File: src/rtl/regfile_ctrl_pkg.sv
// rtl/regfile_ctrl_pkg.sv - shared widths and enums for the register-file write-port controller
package regfile_ctrl_pkg;

    localparam int DATA_W   = 8;
    localparam int ADDR_W   = 3;
    localparam int NUM_REGS = 1 << ADDR_W;

    typedef enum logic {
        INIT,
        RUN
    } state_t;

    typedef enum logic {
        REQ_ALU,
        REQ_MEM
    } req_t;

endpackage

File: src/rtl/rr_arbiter2.sv
// rtl/rr_arbiter2.sv - two-requester round-robin arbiter, grant bit 0 = ALU, bit 1 = MEM
module rr_arbiter2
    import regfile_ctrl_pkg::*;
(
    input  logic       req_alu,
    input  logic       req_mem,
    input  req_t       last_grant,
    output logic [1:0] grant
);

    always_comb begin
        grant = 2'b00;
        // On a tie the requester that did not win last time goes first
        if (req_alu && (!req_mem || last_grant == REQ_MEM)) begin
            grant = 2'b01;
        end else if (req_mem) begin
            grant = 2'b10;
        end
    end

endmodule

File: src/rtl/regfile_ctrl.sv
// rtl/regfile_ctrl.sv - register-file write-port controller: init sweep, writeback arbitration, hazard scoreboard
module regfile_ctrl
    import regfile_ctrl_pkg::*;
#(
    parameter logic [DATA_W-1:0] INIT_VALUE = '0
) (
    input  logic                clk,
    input  logic                rst,
    input  logic                alu_valid_i,
    input  logic [ADDR_W-1:0]   alu_dest_i,
    input  logic [DATA_W-1:0]   alu_data_i,
    output logic                alu_ready_o,
    input  logic                mem_valid_i,
    input  logic [ADDR_W-1:0]   mem_dest_i,
    input  logic [DATA_W-1:0]   mem_data_i,
    output logic                mem_ready_o,
    input  logic                issue_valid_i,
    input  logic [ADDR_W-1:0]   issue_dest_i,
    input  logic [ADDR_W-1:0]   src1_i,
    input  logic [ADDR_W-1:0]   src2_i,
    output logic                hazard_o,
    output logic [NUM_REGS-1:0] busy_o,
    output logic                init_done_o,
    output logic                writeFlag_o,
    output logic [ADDR_W-1:0]   destReg_o,
    output logic [DATA_W-1:0]   data_o
);

    state_t              state;
    state_t              state_next;
    req_t                last_grant;
    logic [ADDR_W-1:0]   cnt;
    logic [NUM_REGS-1:0] busy;
    logic [NUM_REGS-1:0] busy_next;
    logic                init_done;
    logic [1:0]          grant;
    logic                run;
    logic                accept;
    logic [ADDR_W-1:0]   wb_dest;

    assign run = (state == RUN);

    rr_arbiter2 u_arb (
        .req_alu    (alu_valid_i & run),
        .req_mem    (mem_valid_i & run),
        .last_grant (last_grant),
        .grant      (grant)
    );

    // Hazard looks only at registered busy bits; a writeback this cycle does not unblock it
    assign hazard_o = !run | busy[src1_i] | busy[src2_i] | (issue_valid_i & busy[issue_dest_i]);
    assign accept   = run & issue_valid_i & !hazard_o;
    assign wb_dest  = grant[1] ? mem_dest_i : alu_dest_i;

    always_ff @(posedge clk) begin
        if (rst) begin
            state      <= INIT;
            cnt        <= '0;
            busy       <= '0;
            last_grant <= REQ_MEM;
            init_done  <= 1'b0;
        end else begin
            state <= state_next;
            if (state == INIT) begin
                cnt <= cnt + ADDR_W'(1);
                if (state_next == RUN) begin
                    init_done <= 1'b1;
                end
            end else begin
                busy <= busy_next;
                if (grant[0]) begin
                    last_grant <= REQ_ALU;
                end else if (grant[1]) begin
                    last_grant <= REQ_MEM;
                end
            end
        end
    end

    always_comb begin
        state_next = state;
        case (state)
            INIT:    if (cnt == ADDR_W'(NUM_REGS - 1)) state_next = RUN;
            RUN:     state_next = RUN;
            default: state_next = INIT;
        endcase
    end

    // Clear first so that an accepted issue to the same register wins
    always_comb begin
        busy_next = busy;
        if (|grant) begin
            busy_next[wb_dest] = 1'b0;
        end
        if (accept) begin
            busy_next[issue_dest_i] = 1'b1;
        end
    end

    always_comb begin
        writeFlag_o = 1'b0;
        destReg_o   = '0;
        data_o      = '0;
        alu_ready_o = 1'b0;
        mem_ready_o = 1'b0;
        case (state)
            INIT: begin
                writeFlag_o = 1'b1;
                destReg_o   = cnt;
                data_o      = INIT_VALUE;
            end
            RUN: begin
                alu_ready_o = grant[0];
                mem_ready_o = grant[1];
                writeFlag_o = |grant;
                destReg_o   = wb_dest;
                data_o      = grant[1] ? mem_data_i : alu_data_i;
            end
            default: begin
                writeFlag_o = 1'b0;
            end
        endcase
    end

    assign busy_o      = busy;
    assign init_done_o = init_done;

endmodule

File: config.mk
export PLATFORM = sky130hd
export DESIGN_NAME = regfile_ctrl
export DESIGN_NICKNAME = d
export VERILOG_FILES = /design/src/rtl/regfile_ctrl_pkg.sv /design/src/rtl/rr_arbiter2.sv /design/src/rtl/regfile_ctrl.sv
export SDC_FILE = /design/constraint.sdc
export NUM_CORES = 1
export LEC_CHECK = 0
export CORE_UTILIZATION = 42
export DETAILED_ROUTE_END_ITERATION = 6
export PLACE_DENSITY = 0.85
export SLEW_MARGIN = 40
export SYNTH_ARGS = -nofsm -noshare
export SYNTH_HDL_FRONTEND = slang
export SYNTH_SLANG_ARGS = --single-unit
export TNS_END_PERCENT = 1
File: constraint.sdc
create_clock -name clk -period 6.05 [get_ports clk]
set_input_delay 1.815 -clock clk [delete_from_list [all_inputs] [get_ports clk]]
set_output_delay 1.815 -clock clk [all_outputs]
set_load 0.02 [all_outputs]
==> metrics.cfg <==
[timing]
hold_viol_final=0
fmax_mhz=170.0
tns_ps=0
tightest_slew_ps=738.0
slew_headroom=0.5073
min_period_ps=5881
setup_violations=0
period_share=0.9721
drv_slew=0
rsz0062_at_grt=false
skew_ps=1.416

[layout]
layout.nets=249
syn2layout_area_growth_pct=54.44
nFillCells=205
layout_common_cells=59 x clkdlybuf4s50_1, 30 x nand2_1, 14 x a21oi_1, 14 x dfxtp_1, 12 x nor2_1
final_cells=240
final_common_cell=clkdlybuf4s50_1
insertedDiodeCount=0
drive_above_1_share=0.04762

[pwr]
peakVddDrop_mv=0.1412
p_leak_uw=0.0006830
power_density_mw_per_mm2=126.5

[worst_setup_path]
max_stage_delay_ps=630
endpoint_kind=output pin
crit_required_ps=4240
cp_slowest_cell=clkdlybuf4s50_1
cp_max_fo=12
crit_path_cell_trace=clkdlybuf4s50_1, a21boi_2, nand2_1, inv_2, nand2_1, a31oi_1, clkdlybuf4s50_1
critPathLaunchType=input port
setup.worst_path.class=in2out
cp.arrival_ps=4070

[status]
status=finished, final reports clean

[drt]
drc=0
drtIter0Drc=46
wl_mm=3.775
vias=1386
viasPerCell=5.775
drt_pre_antenna_iters=4
wl_per_cell_um=15.73
antenna_left=0

[yosys]
yosysWarnings=0
synth_top_family_by_area=compound AO/OA/AOI/OAI gates
synthAdderAreaFrac=0.02191
synth_top_cells_by_area=dfxtp_1 25%, nand2_1 9.9%, mux2i_1 7.0%
syn-num-nets=192
syn-instance-count=154
yosys.area_share.simple=0.2530
synth_compound_gate_area_share=0.2793
netlist.area_leader.share=0.2453
ys_ff_latch=14
avgSynthCellArea_um2=7.418
yosysUniqueCellTypes=35
synth_area_leader_cell=dfxtp_1
seq_area_frac_synth=0.2453
synth_xor_area_frac=0.007667
muxShareOfSynthArea=0.1095
syn_area_mm2=0.001142

[placement]
placed_cells=236
place.gp.congestion=0.8733
dp_hpwl_mm=3.078
place.port_buffers=59

[global_route]
antenna_found_initial=0
grt_busiest_layer=met2
grt_pass1_wl_mm=5.740
met1_usage=0.3322
grt_pass1_vias=1274
grt_util_met3=0.06497
grt_usage=0.2717
grtUsageMet2=0.4817
grt_start_max_net_pins=22
grt_overflow_total=0

[die]
ios=60
start_util=0.4529
core_mm2=0.002522
dieArea_mm2=0.002932
die_x_um=54.15
fp.dieH_um=54.15
rows=18

[cts]
cts_resized=0
cts_buffers=3
ctsHoldBuffers=0
cts_tree=done
clock_latency_ps=270
clock_sinks=14
path_clk_slew_ps=80
cts_max_level=1
cts_buffer_depth=2
root_buffer=clkbuf_4
post-cts-setup-buffer-count=0

[hold_path]
min_path_type=reg2reg

[flow_run]
maxCapViolCount=0

power by group:
group	internal (µW)	total, µW	switching [µW]
sequential	94.2	96.3	2.11
combinational	33.7	62.0	28.3
clock	36.6	65.0	28.4
per-stage QoR:
stage               total power, µW  area (µm²)  worst slack [ps]    util  hold WS (ps)
finish                        223.3        1764             169.0  0.6994         482.6
CTS                           226.1        1764             193.1  0.6994         486.1
global placement              157.5        1728             327.1  0.6850         454.5
global route                  236.9        1764             70.79  0.6994         513.4
detailed placement            159.9        1728             210.7  0.6850         457.4
floorplan                     124.0        1142              1260       -         491.5
logic make-up after synthesis:
group | Yosys count
AOI/OAI and AO/OA | 44
xor gates and xnor gates | 1
adders and majority gates | 2
buffers and inverters | 20
DFF | 14
muxes | 12
and+or+nand+nor | 61
synth_stat cells:
cell / n
nand2_1: 30
a21oi_1: 14
dfxtp_1: 14
nor2_1: 12
inv_1: 9
mux2i_1: 8
o2111ai_1: 7
o41ai_1: 6
clkbuf_1: 4
mux2_1: 4
nand3_1: 4
a31oi_1: 3
buf_2: 3
o311ai_1: 3
or3_1: 3
a311o_1: 2
and3_1: 2
clkinv_1: 2
ha_1: 2
nand2b_1: 2
nand4_2: 2
nor3_1: 2
o21ai_1: 2
o311ai_0: 2
o31ai_1: 2
a21boi_2: 1
a32oi_1: 1
and3b_1: 1
buf_12: 1
inv_2: 1
nand2_4: 1
nand4_1: 1
nor2b_1: 1
o211ai_1: 1
xor2_1: 1
sequential cells by signal (all words and copies together) (netlist names):
signal       flops
busy_o           8
cnt              3
init_done_o      1
last_grant       1
run              1
final cells by class:
cell class,count,area (µm²),area share
multi-input combinational,120,767.0,0.4348
timing repair buffer,60,598.1,0.3390
sequential,14,280.3,0.1589
inverter,12,45.04,0.02553
tap,30,37.54,0.02128
clock buffer,4,36.28,0.02057
layer usage:
| layer | vias to the layer above | part of all wire |
|---|---|---|
| li1 | 692 | - |
| met1 | 645 | 0.45 |
| met2 | 49 | 0.51 |
| met3 | 0 | 0.046 |
| met4 | 0 | 0 |
| met5 | - | 0 |
critical path: cells and delay by family:
kind | cells | cell delay (ps)
buf+inv | 3 | 1440
compound gates | 2 | 480
simple gates | 2 | 330
path summary, 6_finish.rpt:
path	from	to	slack [ps]	cells after the start
hold / removal	init_done_o	init_done_o	480	2
setup / recovery	mem_valid_i	destReg_o[0]	170	7
setup reg to reg	run	busy_o[5]	3830	5
hold reg to reg	init_done_o	init_done_o	480	2
Power figures use the tool's default switching activity.
